==> config.mk <==
export PLATFORM = sky130hd
export DESIGN_NAME = pipe_rca_param
export DESIGN_NICKNAME = d
export VERILOG_FILES = /design/src/rtl/pipe_rca_param_pkg.sv /design/src/rtl/pipe_rca_param_slice.sv /design/src/rtl/pipe_rca_param.sv
export SDC_FILE = /design/constraint.sdc
export NUM_CORES = 1
export LEC_CHECK = 0
export BUFFER_PORTS_ARGS = -buffer_cell sky130_fd_sc_hd__buf_2
export CORE_MARGIN = 5
export CORE_UTILIZATION = 50
export CTS_BUF_LIST = sky130_fd_sc_hd__clkbuf_8
export DETAILED_ROUTE_END_ITERATION = 7
export PLACE_DENSITY = 0.67
export SETUP_SLACK_MARGIN = 0.2
export SLEW_MARGIN = 20
export SYNTH_ARGS = -nofsm -noshare
export SYNTH_HDL_FRONTEND = slang
export SYNTH_HIERARCHICAL = 1
export SYNTH_SLANG_ARGS = --single-unit
==> constraint.sdc <==
create_clock -name Clk -period 4.69 [get_ports Clk]
set_input_delay 0 -clock Clk [delete_from_list [all_inputs] [get_ports Clk]]
set_output_delay 0 -clock Clk [all_outputs]
set_load 0.05 [all_outputs]
==> src/rtl/pipe_rca_param_pkg.sv <==
// Shared helpers for the pipelined ripple-carry adder: stage/latency math,
// parameter legality check and the one-bit full adder the slices are built from.
package pipe_rca_param_pkg;

    function automatic int calc_stages(input int width, input int bps);
        return width / bps;
    endfunction

    // Capture stage, one stage per slice, then the output register.
    function automatic int calc_latency(input int width, input int bps);
        return width / bps + 1;
    endfunction

    function automatic bit params_ok(input int width, input int bps);
        return (width >= 1) && (bps >= 1) && ((width % bps) == 0);
    endfunction

    // Returns {carry_out, sum}.
    function automatic logic [1:0] fulladder(input logic a, input logic b, input logic c);
        return {(a & b) | (c & (a ^ b)), a ^ b ^ c};
    endfunction

endpackage

==> src/rtl/pipe_rca_param_slice.sv <==
// BPS-bit combinational ripple-carry slice built from chained full adders.
// Latency: none (purely combinational).
// Backpressure: none; the enclosing pipeline decides when results are registered.
module pipe_rca_param_slice
    import pipe_rca_param_pkg::*;
#(
    parameter int BPS = 2
) (
    input  logic [BPS-1:0] a,
    input  logic [BPS-1:0] b,
    input  logic           cin,
    output logic [BPS-1:0] s,
    output logic           cout,
    output logic           c_msb_in
);

    logic [BPS:0] c;

    always_comb begin
        c    = '0;
        s    = '0;
        c[0] = cin;
        for (int i = 0; i < BPS; i++) begin
            {c[i+1], s[i]} = fulladder(a[i], b[i], c[i]);
        end
    end

    assign cout     = c[BPS];
    assign c_msb_in = c[BPS-1];

endmodule

==> src/rtl/pipe_rca_param.sv <==
// Bit-sliced pipelined ripple-carry adder/subtractor with carry-out and signed overflow.
// Latency: WIDTH/BPS + 1 cycles from acceptance edge to out_valid; one beat per cycle.
// Backpressure: a held result (out_valid && !out_ready) freezes every stage and drops in_ready.
module pipe_rca_param
    import pipe_rca_param_pkg::*;
#(
    parameter int WIDTH = 8,
    parameter int BPS   = 2
) (
    input  logic             Clk,
    input  logic             Rst_n,
    input  logic             in_valid,
    output logic             in_ready,
    input  logic [WIDTH-1:0] A,
    input  logic [WIDTH-1:0] B,
    input  logic             Cin,
    input  logic             Sub,
    output logic             out_valid,
    input  logic             out_ready,
    output logic [WIDTH-1:0] Sum,
    output logic             Cout,
    output logic             Ovf
);

    localparam int STAGES  = calc_stages(WIDTH, BPS);
    localparam int LATENCY = calc_latency(WIDTH, BPS);
    localparam logic [WIDTH-1:0] SLICE_MASK = WIDTH'({BPS{1'b1}});

    if (!params_ok(WIDTH, BPS) || (LATENCY != STAGES + 1)) begin : g_param_err
        $error("pipe_rca_param: WIDTH must be >= 1 and a multiple of BPS");
    end

    logic             adv;
    // Operand skew chain: stage k still carries the bits slice k will consume.
    logic [WIDTH-1:0] a_q   [STAGES];
    logic [WIDTH-1:0] b_q   [STAGES];
    // Sum deskew chain: stage k holds the low k*BPS finished bits.
    logic [WIDTH-1:0] s_q   [1:STAGES];
    logic             c_q   [STAGES+1];
    logic             v_q   [STAGES+1];
    logic [BPS-1:0]   sl_s  [STAGES];
    logic [WIDTH-1:0] s_nxt [STAGES];
    logic [STAGES-1:0] sl_c;
    logic [STAGES-1:0] sl_m;
    logic             m_q;
    logic             unused_m;

    assign adv      = !(out_valid && !out_ready);
    assign in_ready = adv;
    assign unused_m = ^sl_m;

    for (genvar k = 0; k < STAGES; k++) begin : g_slice
        pipe_rca_param_slice #(.BPS(BPS)) u_slice (
            .a        (a_q[k][k*BPS +: BPS]),
            .b        (b_q[k][k*BPS +: BPS]),
            .cin      (c_q[k]),
            .s        (sl_s[k]),
            .cout     (sl_c[k]),
            .c_msb_in (sl_m[k])
        );

        if (k == 0) begin : g_first
            assign s_nxt[k] = WIDTH'(sl_s[k]);
        end else begin : g_rest
            assign s_nxt[k] = (s_q[k] & ~(SLICE_MASK << (k*BPS)))
                            | (WIDTH'(sl_s[k]) << (k*BPS));
        end
    end

    always_ff @(posedge Clk or negedge Rst_n) begin
        if (!Rst_n) begin
            for (int k = 0; k < STAGES; k++) begin
                a_q[k] <= '0;
                b_q[k] <= '0;
            end
            for (int k = 1; k <= STAGES; k++) begin
                s_q[k] <= '0;
            end
            for (int k = 0; k <= STAGES; k++) begin
                c_q[k] <= 1'b0;
                v_q[k] <= 1'b0;
            end
            m_q       <= 1'b0;
            out_valid <= 1'b0;
            Sum       <= '0;
            Cout      <= 1'b0;
            Ovf       <= 1'b0;
        end else if (adv) begin
            // Subtract is A + ~B + 1, so the inversion and forced carry happen at capture.
            a_q[0] <= A;
            b_q[0] <= B ^ {WIDTH{Sub}};
            c_q[0] <= Sub | Cin;
            v_q[0] <= in_valid;
            for (int k = 1; k < STAGES; k++) begin
                a_q[k] <= a_q[k-1];
                b_q[k] <= b_q[k-1];
            end
            for (int k = 0; k < STAGES; k++) begin
                c_q[k+1] <= sl_c[k];
                v_q[k+1] <= v_q[k];
                s_q[k+1] <= s_nxt[k];
            end
            m_q       <= sl_m[STAGES-1];
            out_valid <= v_q[STAGES];
            Sum       <= s_q[STAGES];
            Cout      <= c_q[STAGES];
            Ovf       <= m_q ^ c_q[STAGES];
        end
    end

endmodule

==> results.yml, run 1 <==
yosys:
  ys_ff_latch: 82
  syn_inst: 195
  synth_area_um2: 3430
  synth_nets: 225
  ys_seq_area_share_pct: 59.8
  synth_cell_types: 15
  yosys_warnings: 6
  syn-mean-instance-area_um2: 17.6
pwr:
  power.density_nw_per_um2: 675
  power_leakage_nw: 1.73
  total_power_mw: 2.59
  ir_drop_uv: 295
timing:
  report.final.slew_viol_count: 0
  hold_viol_final: 0
  period_needed_ns: 2.16
  max_freq_mhz: 463
  rsz0062_at_grt: "no"
  tns_ns: 0
  finalCritPeriodShare_pct: 46.0
  fin_ws_ns: 2.53
  tightest_slew_ns: 0.929
  slew-limit-headroom_pct: 37.9
  clock_skew_ns: 0.00442
  final-setup-viol-count: 0
global_routing:
  grt_max_degree: 83
  grt_first_pass_wirelength_um: 8090
  overflow: 0
  grt_usage_pct: 12.1
  antenna_found_initial: 0
  grt_pass1_vias: 1695
setup_path:
  crit_family: "simple AND/OR/NAND/NOR gates"
  critPathMaxStageDelay_ns: 0.77
  worst_setup_path_end_kind: "flop"
  cpMaxStageDelayCell: "nor2b_4"
  r2r_slack_ns: 2.53
  worstRegToRegCells: 3
  rr_startpoint: "out_valid"
  crit_chain: "nor2b_4 > buf_4 > mux2_2"
  cp_num_buf_inv: 1
  r2r-end: "a_q[31]"
  arrival_ns: 2.38
  worstSetupPathType: "flop to flop"
  start_kind: "flop"
  cp.required_ns: 4.91
  crit_fanout: 33
clock_network:
  clkSlewWorstSetupHoldPaths_ns: 0.07
  post_cts_resized: 0
  clkSinkCount: 82
  tritoncts: "yes"
  cts-buffers-inserted: 9
  insertion_delay_ns: 0.33
  clk_path_buf_depth: 2
  cts_htree_levels: 3
  root_buffer: "clkbuf_8"
placement:
  port_buffers: 33
  place_congestion: 0.692
  dp_slack_ns: 2.50
  place_area_um2: 3580
floorplan:
  die_w_um: 92.8
  rows: 30
  pin_count: 34
  die-height_um: 92.8
  initial_core_util_pct: 51.0
  coreArea_um2: 6720
  die-area_um2: 8620
routing:
  first_iter_violations: 41
  dr_total_vias: 1606
  viasPerCell: 4.96
  post_drt_wl_per_cell_um: 13.9
  drc: 0
  drt-pass1-iter-count: 3
  postRouteAntennaNets: 0
  wl_um: 4500
layout:
  antennaDiodeCount: 0
  final_cell_area_um2: 3840
  layout_commonest_cell: "dfrtp_1"
  fin_util_pct: 57.2
  drive_gt1_share_pct: 51.6
  final_cell_mix: "82 x dfrtp_1, 62 x mux2_2, 32 x buf_2"
  syn_to_final_growth_pct: 12.1
  nNetsFinal: 272
run:
  drv_cap: 0
hold_path:
  holdPathStages: 3
  hold_end: "b_q[31]"
  min_path_type: "input pin to flop"
  hp-start: "B[7]"
status:
  status: "complete, no violations"
-- worst max-delay path by stage --
stage	from	endpoint	slack, ns	cells past startpoint
after floorplan	out_valid	Cout	3.06	4
after global placement	out_valid	a_q[23]	2.54	3
after detailed placement	out_valid	a_q[31]	2.50	3
after CTS	out_valid	a_q[31]	2.48	3
after global routing	out_valid	a_q[21]	2.38	3
final	out_valid	a_q[31]	2.53	3
-- cell type report --
class                           instances  area (um2)
Multi-Input combinational cell        102        1240
Clock buffer                            9         124
Clock inverter                          4        16.3
Tap cell                               80         100
Inverter                                1        8.76
Timing Repair Buffer                   46         299
Fill cell                             543        2880
Sequential cell                        82        2050
-- worst min-delay path, cell delays in order --
cell and delay [ns]:
buf_2 0.08, xor2_1 0.13, mux2_4 0.14
-- cell families after synthesis --
family                     after synthesis  synth area share [%]
adders and majority gates                8                  4.67
and+or+nand+nor                          4                 0.912
AOI/OAI and AO/OA                        1                 0.146
muxes                                   80                  28.2
xor gates and xnor gates                 9                  2.30
DFF                                     82                  59.8
buffers and inverters                   11                  3.90
-- synth_stat cells --
| master | instances | area (um2) |
|---|---|---|
| buf_4 | 2 | 15.0 |
| xor2_1 | 9 | 78.8 |
| nor2b_4 | 1 | 13.8 |
| fa_1 | 8 | 160 |
| buf_12 | 3 | 60.1 |
| nand2b_1 | 1 | 6.26 |
| dfrtp_1 | 82 | 2050 |
| o21ai_0 | 1 | 5.00 |
| mux2_2 | 62 | 698 |
| buf_6 | 4 | 45.0 |
| mux2_4 | 18 | 270 |
| clkbuf_2 | 1 | 5.00 |
| inv_6 | 1 | 8.76 |
| nand3b_1 | 1 | 7.51 |
| nor2_1 | 1 | 3.75 |
-- repair_timing --
item / CTS / global route
setup buffers: 0 / 0
endpoints found under the hold margin: 92 / 0
hold buffers: 12 / 0
-- per-layer routing --
metal / up-vias / track usage (%) / share of wire [%]
li1: 764 / - / -
met1: 794 / 17.7 / 49
met2: 36 / 16.3 / 45
met3: 12 / 2.60 / 4.4
met4: 0 / 7.69 / 2.4
met5: - / 0 / 0
-- power by group --
group	leakage, nW	switching [mW]	internal, mW
combinational	0.694	0.441	0.541
clock	0.0846	0.214	0.177
sequential	0.954	0.182	1.04
total	1.73	0.837	1.76
-- through the flow --
stage | hold slack, ns | cells
finish | 0.0571 | 324
global route | 0.0520 | 324
CTS | 0.0395 | 324
detailed placement | 0.238 | 299
global placement | 0.232 | 299
floorplan | -0.296 | 195
-- sequential cells by signal, indices dropped and copies added, names as in the netlist --
signal     count
Sum            8
a_q           20
m_q            1
v_q            5
Cout           1
s_q           20
c_q            5
b_q           20
Ovf            1
out_valid      1
Power figures use the tool's default switching activity.
==> run 2, diff against run 1 <==
--- a/config.mk
+++ b/config.mk
@@ -10,7 +10,7 @@
 export CORE_UTILIZATION = 50
 export CTS_BUF_LIST = sky130_fd_sc_hd__clkbuf_8
 export DETAILED_ROUTE_END_ITERATION = 7
-export PLACE_DENSITY = 0.67
+export PLACE_DENSITY = 0.7
 export SETUP_SLACK_MARGIN = 0.2
 export SLEW_MARGIN = 20
 export SYNTH_ARGS = -nofsm -noshare
==> constraint.sdc (replaced) <==
create_clock -name Clk -period 1.9 [get_ports Clk]
set_input_delay 0 -clock Clk [delete_from_list [all_inputs] [get_ports Clk]]
set_output_delay 0 -clock Clk [all_outputs]
set_load 0.05 [all_outputs]
==> results.yml, run 2 (synthesis gave the netlist of run 1 again) <==
floorplan:
  die-area_um2: 8620
  pin_count: 34
  die_w_um: 92.8
  rows: 30
  coreArea_um2: 6720
  die-height_um: 92.8
  initial_core_util_pct: 51.0
timing:
  period_needed_ns: 1.65
  rsz0062_at_grt: "no"
  tightest_slew_ns: 0.613
  tns_ns: 0
  hold_viol_final: 0
  finalCritPeriodShare_pct: 86.8
  clock_skew_ns: 0.00786
  max_freq_mhz: 606
  final-setup-viol-count: 0
  slew-limit-headroom_pct: 59.2
  report.final.slew_viol_count: 0
setup_path:
  worst_setup_path_end_kind: "flop"
  start_kind: "flop"
  crit_fanout: 2
  arrival_ns: 1.88
  cp.required_ns: 2.13
  worstSetupPathType: "flop to flop"
pwr:
  power.density_nw_per_um2: 1730
  ir_drop_uv: 948
  power_leakage_nw: 1.79
  total_power_mw: 6.89
global_routing:
  grt_pass1_vias: 1728
  antenna_found_initial: 0
  grt_first_pass_wirelength_um: 8240
  grt_usage_pct: 12.4
  grt_max_degree: 50
  overflow: 0
clock_network:
  root_buffer: "clkbuf_8"
  clk_path_buf_depth: 2
  clkSlewWorstSetupHoldPaths_ns: 0.08
  cts-buffers-inserted: 9
  postCtsSetupBuffers: 0
  clkSinkCount: 82
  insertion_delay_ns: 0.34
  tritoncts: "yes"
  cts_htree_levels: 3
routing:
  wl_um: 4730
  drt-pass1-iter-count: 4
  dr_total_vias: 1662
  viasPerCell: 5.02
  post_drt_wl_per_cell_um: 14.3
  first_iter_violations: 39
  drc: 0
  postRouteAntennaNets: 0
layout:
  nNetsFinal: 276
  drive_gt1_share_pct: 55.0
  final_cell_mix: "82 x dfrtp_1, 62 x mux2_2, 32 x buf_2"
  antennaDiodeCount: 0
  layout_commonest_cell: "dfrtp_1"
  syn_to_final_growth_pct: 15.8
  reg_top3: "a_q x20, b_q x20, s_q x20"
status:
  status: "complete, no violations"
placement:
  dp_hpwl_um: 3100
  port_buffers: 33
  place_congestion: 0.710
hold_path:
  min_path_type: "input pin to flop"
run:
  drv_cap: 0
run 2: changes by cell type in the layout (fill, tap and decap cells not counted), moves of 2 or more:
cell	delta
buf_4	+4
inv_1	-3
bufinv_16	+2
fa_1	-2
fa_2	+2
run 2: worst max-delay path, stage by stage, from the launching register on:
cell     delay (ns)
dfrtp_1        0.40
fa_1           0.44
fa_1           0.44
mux2_4         0.26
run 2: through the flow:
stage / hold slack (ns) / cells / setup slack (ns) / cell area, um2 / util, %
finish: 0.0419 / 331 / 0.250 / 3970 / 59.1
floorplan: -0.296 / 195 / 0.273 / 3430 / -
global route: 0.0511 / 331 / 0.209 / 3970 / 59.1
CTS: 0.0314 / 331 / 0.221 / 3970 / 59.1
detailed placement: 0.0607 / 303 / 0.232 / 3620 / 53.9
global placement: 0.0568 / 303 / 0.257 / 3620 / 53.9
run 2: path summary, 6_finish.rpt:
path / startpoint / endpoint / slack (ns) / depth (start not counted)
setup / recovery: a_q[12] / s_q[13] / 0.25 / 3
hold / removal: B[7] / b_q[31] / 0.04 / 3
setup reg to reg: a_q[12] / s_q[13] / 0.25 / 3
hold reg to reg: v_q[0] / out_valid / 0.48 / 1
max in group asynchronous: Rst_n / a_q[6] / 0.98 / 3
min in group asynchronous: Rst_n / Sum[6] / 0.20 / 2
run 2: where the power goes:
group / internal, mW / total (mW) / switching, mW
registers: 2.57 / 3.03 / 0.460
clock network: 0.778 / 1.39 / 0.614
logic: 1.36 / 2.47 / 1.10
total: 4.71 / 6.89 / 2.18
run 2: timing repair:
action | 4_1_cts | 5_1_grt
setup endpoints to repair | 0 | 2
endpoints found under the hold margin | 57 | 0
hold buffers | 12 | 0
resized for setup | 0 | 2
run 2: cell type report:
class                      instances  area (um2)
fill                             533        2750
sequential                        82        2050
multi-input combinational        102        1250
timing repair buffer              50         338
clock buffer                      10         138
tap                               80         100
clock inverter                     6        87.6
inverter                           1        8.76
run 2: metal layers:
layer | global-route usage (%) | vias to the layer above | share of wire (%)
met4 | 7.69 | 0 | 2.5
met5 | 0 | - | 0
met3 | 2.84 | 11 | 3.9
met1 | 17.2 | 832 | 49
met2 | 17.6 | 40 | 45
li1 | - | 779 | -
